<file path="src/rtl/btn_debounce_pulse_pkg.sv">
// Shared constants for the calculator button front end.
//   - Pulse-FSM state encodings (2-bit, kept as plain constants so older
//     tools and netlist readers see fixed codes).
//   - Default SAMPLE_DIV / DB_DEPTH for simulation and for board builds.
//     BOARD_SAMPLE_DIV gives a ~1 ms sample tick from a 50 MHz clock.
package btn_debounce_pulse_pkg;

  localparam logic [1:0] ST_IDLE  = 2'b00;
  localparam logic [1:0] ST_PULSE = 2'b01;
  localparam logic [1:0] ST_HOLD  = 2'b10;

  localparam int SIM_SAMPLE_DIV   = 4;
  localparam int SIM_DB_DEPTH     = 4;
  localparam int BOARD_SAMPLE_DIV = 50000;
  localparam int BOARD_DB_DEPTH   = 4;

endpackage

</file>
<file path="src/rtl/btn_debounce_pulse_sync.sv">
// sync_2ff: generic two-flop synchroniser for asynchronous pad inputs.
// Ports:
//   clk  - destination clock
//   rst  - asynchronous active-high reset, clears both stages
//   d    - asynchronous input
//   q    - synchronised output (two clk cycles of latency)
module sync_2ff (
  input  logic clk,
  input  logic rst,
  input  logic d,
  output logic q
);

  logic s1_q;
  logic s2_q;

  always_ff @(posedge clk or posedge rst) begin
    if (rst) begin
      s1_q <= 1'b0;
      s2_q <= 1'b0;
    end else begin
      s1_q <= d;
      s2_q <= s1_q;
    end
  end

  assign q = s2_q;

endmodule

</file>
<file path="src/rtl/btn_debounce_pulse.sv">
// btn_debounce_pulse: turns one raw push-button into a debounced level and
// a single-cycle press strobe for the calculator control FSM.
// Ports:
//   clk       - system clock
//   rst       - asynchronous active-high reset
//   btn_raw   - raw button (asynchronous to clk), 1 = pressed
//   btn_level - debounced button level
//   pulse     - one-cycle strobe per qualified press (Moore output)
// Parameters:
//   SAMPLE_DIV - clock cycles per sample tick (1..65536)
//   DB_DEPTH   - consecutive equal samples to change btn_level (2..16)
//
// Pulse FSM:
//   state    | meaning
//   ST_IDLE  | button released, waiting for debounced level to rise
//   ST_PULSE | level just rose, pulse asserted for this one cycle
//   ST_HOLD  | button held, waiting for debounced level to fall
module btn_debounce_pulse
  import btn_debounce_pulse_pkg::*;
#(
  parameter int SAMPLE_DIV = SIM_SAMPLE_DIV,
  parameter int DB_DEPTH   = SIM_DB_DEPTH
) (
  input  logic clk,
  input  logic rst,
  input  logic btn_raw,
  output logic btn_level,
  output logic pulse
);

  localparam int DIV_W = (SAMPLE_DIV > 1) ? $clog2(SAMPLE_DIV) : 1;
  localparam logic [DIV_W-1:0] DIV_LAST = DIV_W'(SAMPLE_DIV - 1);

  logic                btn_sync;
  logic                tick;
  logic [DIV_W-1:0]    div_cnt_q, div_cnt_d;
  logic [DB_DEPTH-1:0] smp_q, smp_d;
  logic                level_q, level_d;
  logic [1:0]          state_q, state_d;

  sync_2ff u_sync (
    .clk (clk),
    .rst (rst),
    .d   (btn_raw),
    .q   (btn_sync)
  );

  // With SAMPLE_DIV == 1 the counter is stuck at 0 and tick is always true.
  assign tick = (div_cnt_q == DIV_LAST);

  always_comb begin
    div_cnt_d = tick ? '0 : div_cnt_q + DIV_W'(1);
    smp_d     = tick ? {smp_q[DB_DEPTH-2:0], btn_sync} : smp_q;

    // Level only moves on a unanimous sample window; mixed windows hold.
    level_d = level_q;
    if (&smp_q) begin
      level_d = 1'b1;
    end else if (~|smp_q) begin
      level_d = 1'b0;
    end
  end

  always_comb begin
    state_d = ST_IDLE;
    case (state_q)
      ST_IDLE:  state_d = level_q ? ST_PULSE : ST_IDLE;
      ST_PULSE: state_d = ST_HOLD;
      ST_HOLD:  state_d = level_q ? ST_HOLD : ST_IDLE;
      default:  state_d = ST_IDLE;
    endcase
  end

  always_ff @(posedge clk or posedge rst) begin
    if (rst) begin
      div_cnt_q <= '0;
      smp_q     <= '0;
      level_q   <= 1'b0;
      state_q   <= ST_IDLE;
    end else begin
      div_cnt_q <= div_cnt_d;
      smp_q     <= smp_d;
      level_q   <= level_d;
      state_q   <= state_d;
    end
  end

  assign btn_level = level_q;
  assign pulse     = (state_q == ST_PULSE);

endmodule

</file>
<file path="config.mk">
export PLATFORM = sky130hd
export DESIGN_NAME = btn_debounce_pulse
export DESIGN_NICKNAME = d
export VERILOG_FILES = /design/src/rtl/btn_debounce_pulse_pkg.sv /design/src/rtl/btn_debounce_pulse_sync.sv /design/src/rtl/btn_debounce_pulse.sv
export SDC_FILE = /design/constraint.sdc
export NUM_CORES = 1
export LEC_CHECK = 0
export ABC_AREA = 1
export BUFFER_PORTS_ARGS = -buffer_cell sky130_fd_sc_hd__buf_2
export CORE_AREA = 2 2 39 41
export DETAILED_ROUTE_END_ITERATION = 7
export DIE_AREA = 0 0 41 43
export PLACE_DENSITY = 0.51
export SLEW_MARGIN = 30
export SYNTH_ARGS = -nofsm -noshare
export SYNTH_HDL_FRONTEND = slang
export SYNTH_SLANG_ARGS = --single-unit
export TNS_END_PERCENT = 100
</file>
<file path="constraint.sdc">
create_clock -name clk -period 1.15 [get_ports clk]
set_input_delay 0.23 -clock clk [delete_from_list [all_inputs] [get_ports clk]]
set_output_delay 0.23 -clock clk [all_outputs]
set_load 0.1 [all_outputs]
</file>
* Word level (Yosys, flattened, before mapping) *
Index checks and enable logic that the tools add are counted.

word-level totals
  bits in registers = 11
  output and inout bits = 2
  logic and storage cells = 20

cells by class
  add/subtract/negate cells = 1
  equality and inequality tests = 4
  mux-type cells = 6
  reduce and logical (&&, ||, !) cells = 3

operator list
  cell                                                  number
  case mux 2 bit (3 select lines)                       1
  equality test 2 bit (second input constant)           2
  two-way mux 2 bit                                     2
  AND reduction 4 bit                                   1
  OR reduction 4 bit                                    1
  two-way mux 1 bit                                     3
  adder 2 x 1 -> 2 bit (second input constant)          1
  equality test 2 x 1 -> 1 bit (second input constant)  1
  zero test 2 bit                                       1
  != test 2 bit (second input constant)                 1

* Longest topological paths before layout *
Gate-level depths: netlist of run 1.

  depth in word-level cells = 3
  depth in mapped cells = 4

* Modules after synthesis *
From an unflattened synthesis of run 1, not the netlist that was laid out.

second synthesis, totals
  cell total of the unflattened synthesis = 38
  area total of the unflattened synthesis = 414.1 um^2

by module, submodules not included
  module              instances  cells an instance  area an instance (um^2)  seq. area each (um^2)
  btn_debounce_pulse  1          35                 360.3                    225.2
  sync_2ff            1          3                  53.8                     50.0

* Worst setup path after synthesis of run 1 *
No wires, ideal clock.

  kind = register to output
  start = register state_q[1]
  end = output pulse
  arrival = 1.657 ns
  slack = -0.737 ns
  cell stages (with the launch flop) = 2
  cells stage by stage = dfrtp_1 > nor2_1

on the way
  word-level cells in the longest chain between the ends = 1

ends and longest elaborated chain
  item                          RTL line                  RTL
  from (decl)                   btn_debounce_pulse.sv:39  logic [1:0] state_q, state_d;
  from (signal assigned)        btn_debounce_pulse.sv:84  state_q <= state_d;
  equality test 2 x 1 -> 1 bit  btn_debounce_pulse.sv:89  assign pulse = (state_q == ST_PULSE);
  to (decl)                     btn_debounce_pulse.sv:28  output logic pulse

No other way between the ends.

* Final worst setup path of run 1 *
  start = register state_q[0]
  end = output pulse

The elaborated chain is that of the path after synthesis.

==> impl_metrics.toml, run 1 <==
[run_status]
status = "finished with violations"
violations = "setup timing"

[synth]
synth_top_area_frac = 0.675
syn_area_sq_um = 408
synth-seq-cells = 11
synth_cells = 38
synth_cell_types = 11
yosysTopAreaCell = "dfrtp_1"
syn_avg_cell_area_sq_um = 10.7
syn_nets = 42
synth_warnings = 0
synthTopCellsByArea = "dfrtp_1 67%, nand2_1 6.4%, nor2_1 5.5%"
seq_area_frac_synth = 0.675

[pwr]
powerDensity_nw_per_um2 = 2130
irDropWorstVdd_mv = 1.02
leakage_nw = 0.252
p_total_mw = 1.12

[setup_path]
ff2ff_setup_slack_ns = 0.17
r2r_start = "div_cnt_q[0]"
critPathCaptureType = "primary output"
critPathLaunch = "state_q[0]"
cp_max_fo = 2
crit_type = "flop to primary output"
required_ns = 0.92
arrival_ns = 0.97
worstSetupStartpointType = "flop"

[placed_design]
pre_cts_slack_ns = 0.175
gp_congestion = 0.626
dp_cells = 57
portBuffers = 4

[layout]
nets = 53
insertedDiodeCount = 0
finalNonFillerCells = 64
mostFrequentLayoutCells = "10 x dfrtp_1, 7 x nand2_1, 5 x nor2_1"
post-route-util = 0.381
final_common_cell = "dfrtp_1"
area_growth_syn_to_layout_pct = 29.1
fillers = 136
layout-drive-gt1-share = 0.292

[grt]
grt_overflow = 0
grt_first_pass_wirelength_microns = 1010
first_global_vias = 253
antenna_found_initial = 0
grt_usage = 0.0902
grt_max_degree = 12

[route]
routedWlPerCell_microns = 8.97
routed_wl_microns = 574
vias = 255
drc = 0
viasPerCell = 3.98
ant_nets = 0
drtPass1Iterations = 4
drt_iter0_drc = 6

[timing]
hold_viol_final = 0
finClkSkew_ns = 0.00315
period_needed_ns = 1.20
max_slew_margin = 0.732
rsz0062_at_grt = "true"
period_share = 1.04
fin_tns_setup_ns = -0.0492
setup_slack_ns = -0.0492
fmax_mhz = 834
slew_viol_final = 0
setup_viol = 1
worst_slew_pin_slew_ns = 0.401

[die]
start_util = 0.295
core-area_sq_um = 1380
die_y_microns = 43
fp-row-count = 14
dieArea_sq_um = 1760
io_pins = 5
die_w_microns = 41

[cts]
cts_tree = "built"
clock-root-buffer = "clkbuf_4"
numCtsBuffers = 3
cts_buffer_depth = 2
cts_htree_levels = 1
cts.sinks = 11
clk_pin_slew_worst_paths_ns = 0.06
clk_latency_ns = 0.27

[hold_path]
worstHoldPathType = "primary input to flop"
min-delay-start = "btn_raw"

[job]
drv_cap = 0
power breakdown:
group,total [mW],switching (mW),internal (mW),leakage [nW]
clock,0.261,0.127,0.134,0.0150
sequential,0.480,0.0433,0.437,0.130
combinational,0.378,0.227,0.151,0.107
registers in the layout (all words and copies together), names as in the netlist:
register / cells
btn_level: 1
div_cnt_q: 2
smp_q: 4
state_q: 2
u_sync.q: 1
u_sync.s1_q: 1
through the flow:
| step | cell area [sq um] | hold slack, ns |
|---|---|---|
| floorplan | 417 | 0.0824 |
| global placement | 475 | 0.232 |
| detailed placement | 475 | 0.234 |
| CTS | 527 | 0.0524 |
| global route | 527 | 0.0547 |
| finish | 527 | 0.0648 |
synth_stat cells:
library cell	n
dfrtp_1	11
nand2_1	7
nor2_1	6
inv_1	5
o21ai_1	3
a21oi_1	1
a21oi_2	1
buf_6	1
ha_1	1
nand4_1	1
nor2_2	1
what timing repair did:
action	4_1_cts	5_1_grt
hold endpoints to repair	11	0
setup buffers	2	0
hold buffers	1	0
pin swaps	1	0
endpoints found under the setup margin	1	1
gates cloned	0	0
gates resized for setup	1	0
worst max-delay path, cell delays in order (launching register included):
cell	delay, ns
dfrtp_1	0.36
inv_2	0.05
nor2_4	0.12
buf_12	0.18
cell families (layout without fill, tap and decap cells):
| kind of cell | after synthesis | count (layout) | share of synthesized area |
|---|---|---|---|
| simple gates | 15 | 15 | 0.150 |
| compound gates | 5 | 5 | 0.0705 |
| fa+ha+maj | 1 | 1 | 0.0307 |
| buf+inv | 6 | 16 | 0.0736 |
| flops | 11 | 11 | 0.675 |
routing by layer:
metal,part of all wire,track usage,wire [microns]
met1,0.53,0.134,302
met2,0.41,0.0969,235
met3,0.026,0.0314,15
met4,0.037,0.0800,21
met5,0,0,0
path summary, 6_finish.rpt:
kind | cells past startpoint | endpoint
min in group asynchronous | 3 | div_cnt_q[0]
hold / removal | 1 | u_sync.s1_q
setup reg to reg | 3 | smp_q[2]
setup / recovery | 3 | pulse
max in group asynchronous | 3 | btn_level
hold reg to reg | 0 | u_sync.q
cell type report:
type	count	area, sq um	area share
clock buffer	4	26.3	0.0499
inverter	5	18.8	0.0356
tap	16	20.0	0.0380
timing repair buffer	7	75.1	0.143
sequential	11	277	0.525
multi-input combinational	21	110	0.209
Power figures use the tool's default switching activity.
==> run 2: changes to the inputs <==
--- a/config.mk
+++ b/config.mk
@@ -7,9 +7,9 @@
 export LEC_CHECK = 0
 export ABC_AREA = 1
 export BUFFER_PORTS_ARGS = -buffer_cell sky130_fd_sc_hd__buf_2
-export CORE_AREA = 2 2 39 41
+export CORE_AREA = 4 4 41 43
 export DETAILED_ROUTE_END_ITERATION = 7
-export DIE_AREA = 0 0 41 43
+export DIE_AREA = 0 0 45 47
 export PLACE_DENSITY = 0.51
 export SLEW_MARGIN = 30
 export SYNTH_ARGS = -nofsm -noshare
==> run 2 against run 1 <==
Against the previous run:
- the run still ends with setup timing left
- sequential share of layout area down 0.74 points
- sequential cell count unchanged
- hold slack worse by 0.0044 ns
- final area up 1.4%
- worst setup slack worse by 0.027 ns
- clock skew up 0.0041 ns
- final cell count unchanged
- largest power group unchanged
==> impl_metrics.toml, run 2 (synthesis results as in run 1) <==
[die]
dieArea_sq_um = 2120
die_w_microns = 45
io_pins = 5
fp-row-count = 13
die_y_microns = 47
core-area_sq_um = 1300
start_util = 0.313

[layout]
largestRegisters = "smp_q: 4 flops, div_cnt_q: 2 flops, state_q: 2 flops"
mostFrequentLayoutCells = "10 x dfrtp_1, 7 x nand2_1, 5 x nor2_1"
largest_reg_flops = 4
regMostFlops = "smp_q"
post-route-util = 0.411
insertedDiodeCount = 0
fillers = 139
area_growth_syn_to_layout_pct = 31.0
layout-drive-gt1-share = 0.327
final_common_cell = "dfrtp_1"
nets = 54

[route]
routedWlPerCell_microns = 9.19
routed_wl_microns = 588
drc = 0
viasPerCell = 4.30
met2_length_microns = 244
highest_layer = "met4"
wl_met3_microns = 41
drt_iter0_drc = 5
drtPass1Iterations = 4
wl_met1_microns = 279
ant_nets = 0
vias = 275

[grt]
grt_usage = 0.0730
first_global_vias = 260
antenna_found_initial = 0
grt_overflow = 0
grt_first_pass_wirelength_microns = 1020
grt_max_degree = 12

[setup_path]
worstSetupStartpointType = "flop"
slowest_stage = "dfrtp_1"
critPathCaptureType = "primary output"
arrival_ns = 1.00
required_ns = 0.92
crit_path_cell_trace = "nor2_4 -> buf_12"
crit_type = "flop to primary output"
cpPeakStageDelay_ns = 0.41
cp_max_fo = 2

[cts]
cts_htree_levels = 1
clock-root-buffer = "clkbuf_4"
clk_latency_ns = 0.27
numCtsBuffers = 3
cts_tree = "built"
cts_buffer_depth = 2
cts.sinks = 11
clk_pin_slew_worst_paths_ns = 0.07

[job]
drv_cap = 0

[timing]
period_needed_ns = 1.23
period_share = 1.07
max_slew_margin = 0.734
hold_viol_final = 0
setup_viol = 1
worst_slew_pin_slew_ns = 0.399
worst_hold_slack_ns = 0.0604
setup_slack_ns = -0.0766
fmax_mhz = 815
rsz0062_at_grt = "true"
finClkSkew_ns = 0.00727
slew_viol_final = 0

[run_status]
status = "finished with violations"
violations = "setup timing"

[placed_design]
place_hpwl_microns = 443
gp_congestion = 0.689
portBuffers = 4

[pwr]
leakage_nw = 0.260
powerDensity_nw_per_um2 = 2130
p_total_mw = 1.14
irDropWorstVdd_mv = 0.902

[hold_path]
worstHoldPathType = "primary input to flop"
[run 2: cell count changes in the layout (fill, tap and decap cells not counted)]
| cell | delta |
|---|---|
| clkbuf_1 | -1 |
| clkinv_2 | +1 |
| buf_4 | +1 |
[run 2: critical path: cells and delay by family, from the launching register on]
family                 cells  cell delay [ns]
buffers and inverters      1             0.18
and+or+nand+nor            1             0.14
DFF                        1             0.41
[run 2: stage by stage]
step	instance area (sq um)	std cells	setup WS (ns)	setup TNS, ns
2_1_floorplan	417	38	0.00945	0
3_3_place_gp	474	56	0.203	0
5_1_grt	534	64	-0.114	-0.114
6_report	534	64	-0.0766	-0.0766
3_5_place_dp	474	56	0.181	0
4_1_cts	519	62	-0.0843	-0.0843
[run 2: path summary, 6_finish.rpt]
check                         endpoint    startpoint  cells after the start  slack (ns)
max in group asynchronous    btn_level           rst                      3        0.37
max reg2reg                   smp_q[2]  div_cnt_q[0]                      3        0.17
max                              pulse    state_q[1]                      2       -0.08
min in group asynchronous     smp_q[0]           rst                      3        0.48
min reg2reg                   u_sync.q   u_sync.s1_q                      0        0.36
min                        u_sync.s1_q       btn_raw                      1        0.06
[run 2: cell type report]
| class | instances | area [sq um] | share of cell area |
|---|---|---|---|
| clock inverters | 1 | 5.00 | 0.00937 |
| repair buffers | 8 | 82.6 | 0.155 |
| clock buffers | 3 | 22.5 | 0.0422 |
| inverters | 5 | 18.8 | 0.0351 |
| flip-flops and latches | 11 | 277 | 0.518 |
| multi-input cells | 21 | 110 | 0.206 |
| well taps | 15 | 18.8 | 0.0351 |
[run 2: layer usage]
layer / vias to the layer above / track usage
met3: 2 / 0.0230
met5: - / 0
li1: 138 / -
met4: 0 / 0.0877
met1: 127 / 0.0879
met2: 8 / 0.0932
[run 2: where the power goes]
group | switching, mW | total [mW] | internal [mW]
logic | 0.230 | 0.399 | 0.169
clock network | 0.128 | 0.257 | 0.129
registers | 0.0437 | 0.481 | 0.437
total | 0.402 | 1.14 | 0.735
[run 2: what timing repair did]
item / 4_1_cts / 5_1_grt
setup endpoints to repair: 1 / 1
gates resized for setup: 1 / 0
buffers inserted: 1 / 2
hold endpoints to repair: 11 / 0
pin swaps: 1 / 1
gates cloned: 0 / 0
hold buffers: 1 / 0
==> run 3: changes to the inputs <==
--- a/config.mk
+++ b/config.mk
@@ -11,6 +11,7 @@
 export DETAILED_ROUTE_END_ITERATION = 7
 export DIE_AREA = 0 0 45 47
 export PLACE_DENSITY = 0.51
+export REMOVE_ABC_BUFFERS = 1
 export SLEW_MARGIN = 30
 export SYNTH_ARGS = -nofsm -noshare
 export SYNTH_HDL_FRONTEND = slang
==> run 3 against run 2 <==
Against the previous run:
- the flow still finishes with violations (setup timing)
- sequential power rose by 2%
- final area shrank 3.3%
- critical path depth rose by 1
- clock power about the same
- hold slack gained 0.014 ns
- register-to-register slack about the same
- combinational power fell by 14%
- critical endpoint unchanged
- largest cell class unchanged
==> impl_metrics.toml, run 3 (synthesis results as in run 1) <==
[layout]
area_growth_syn_to_layout_pct = 26.7
regMostFlops = "smp_q"
fillers = 128
finalNonFillerCells = 62
nets = 52
mostFrequentLayoutCells = "11 x dfrtp_1, 7 x nand2_1, 5 x nor2_1"
multi_input_area_sq_um = 110
seq_area_sq_um = 275
largest_reg_flops = 4
insertedDiodeCount = 0
largestRegisters = "smp_q: 4 flops, div_cnt_q: 2 flops, state_q: 2 flops"
final_common_cell = "dfrtp_1"
layout-drive-gt1-share = 0.255

[route]
routed_wl_microns = 604
drc = 0
drtPass1Iterations = 4
routedWlPerCell_microns = 9.74
vias = 271
ant_nets = 0
viasPerCell = 4.37
drt_iter0_drc = 3

[timing]
hold_viol_final = 0
fin_tns_setup_ns = -0.0759
slew_viol_final = 0
period_needed_ns = 1.23
finClkSkew_ns = 0.00649
worst_hold_slack_ns = 0.0742
setup_viol = 1
fmax_mhz = 816
max_slew_margin = 0.728
period_share = 1.07
setup_slack_ns = -0.0759
rsz0062_at_grt = "true"
worst_slew_pin_slew_ns = 0.407

[setup_path]
critPathTopFamily = "flip-flops"
crit_type = "flop to primary output"
worstSetupStartpointType = "flop"
arrival_ns = 1.00
critPathCaptureType = "primary output"
required_ns = 0.92
r2r.worst_path.cells = 3
r2r-end = "smp_q[2]"
critPathLaunch = "state_q[0]"
crit_path_cell_trace = "inv_2 -> nor2_4 -> buf_12"
ff2ff_setup_slack_ns = 0.18
cp_max_fo = 2
r2r_start = "div_cnt_q[0]"
cpPeakStageDelay_ns = 0.37
slowest_stage = "dfrtp_1"
worst-path-buf-inv = 2

[run_status]
violations = "setup timing"
status = "finished with violations"

[hold_path]
min-delay-start = "btn_raw"
hold_depth = 1
worstHoldPathType = "primary input to flop"
hold_path_end = "u_sync.s1_q"

[cts]
clk_latency_ns = 0.27
cts.sinks = 11
clk_pin_slew_worst_paths_ns = 0.07
clock-root-buffer = "clkbuf_4"
cts_tree = "built"
cts_buffer_depth = 2
cts_htree_levels = 1
numCtsBuffers = 3

[grt]
grt_overflow = 0
grt_first_pass_wirelength_microns = 1040
grt_usage = 0.0736
first_global_vias = 259
antenna_found_initial = 0
grt_max_degree = 12

[die]
io_pins = 5
dieArea_sq_um = 2120
core-area_sq_um = 1300
die_y_microns = 47
start_util = 0.313
die_w_microns = 45
fp-row-count = 13

[job]
drv_cap = 0

[placed_design]
dp_cells = 56
gp_congestion = 0.727
portBuffers = 4

[pwr]
irDropWorstVdd_mv = 0.927
powerDensity_nw_per_um2 = 2110
leakage_nw = 0.248
==> run 3: cell count changes in the layout (fill, tap and decap cells not counted), sizes merged <==
cell,delta
clkbuf,+1
clkinv,-1
buf,-2
==> run 3: worst max-delay path by stage <==
stage | end | cells past startpoint | slack [ns]
after global placement | pulse | 2 | 0.15
after detailed placement | pulse | 2 | 0.13
after global routing | pulse | 2 | -0.11
final | pulse | 3 | -0.08
after CTS | pulse | 3 | -0.08
after floorplan | pulse | 1 | -0.74
==> run 3: layout make-up <==
| cell class | count | share of cell area |
|---|---|---|
| multi-input cells | 21 | 0.213 |
| well taps | 15 | 0.0363 |
| inverters | 5 | 0.0363 |
| flip-flops and latches | 11 | 0.533 |
| repair buffers | 6 | 0.131 |
| clock buffers | 4 | 0.0508 |
==> run 3: repair_timing <==
action	4_1_cts	5_1_grt
resized for setup	3	0
pin swaps	1	0
hold buffers	1	0
endpoints found under the setup margin	1	1
setup buffers	1	0
hold endpoints to repair	11	0
==> run 3: metal layers <==
layer,up-vias,track usage,share of wire
met5,-,0,0
met2,7,0.121,0.52
li1,134,-,-
met4,0,0.0526,0.017
met3,2,0.0345,0.065
met1,128,0.0731,0.40
==> run 3: power breakdown <==
part           switching, mW  internal (mW)  total (mW)  leakage [nW]
clock network          0.121          0.134       0.255        0.0150
registers             0.0550          0.436       0.491         0.131
logic                  0.213          0.131       0.343         0.102
==> run 3: worst register-to-register path: stages, from the launching register on <==
cell and delay [ns]:
dfrtp_1 0.38, ha_1 0.31, nor2_2 0.13, a21oi_2 0.04
==> run 3: metrics by stage <==
step	util	total power [mW]	setup WS, ns	instance area [sq um]
after floorplan	-	0.678	-0.737	397
after global placement	0.358	0.782	0.152	465
after detailed placement	0.358	0.795	0.127	465
after CTS	0.397	1.11	-0.0841	517
after global routing	0.397	1.15	-0.115	517
final	0.397	1.09	-0.0759	517
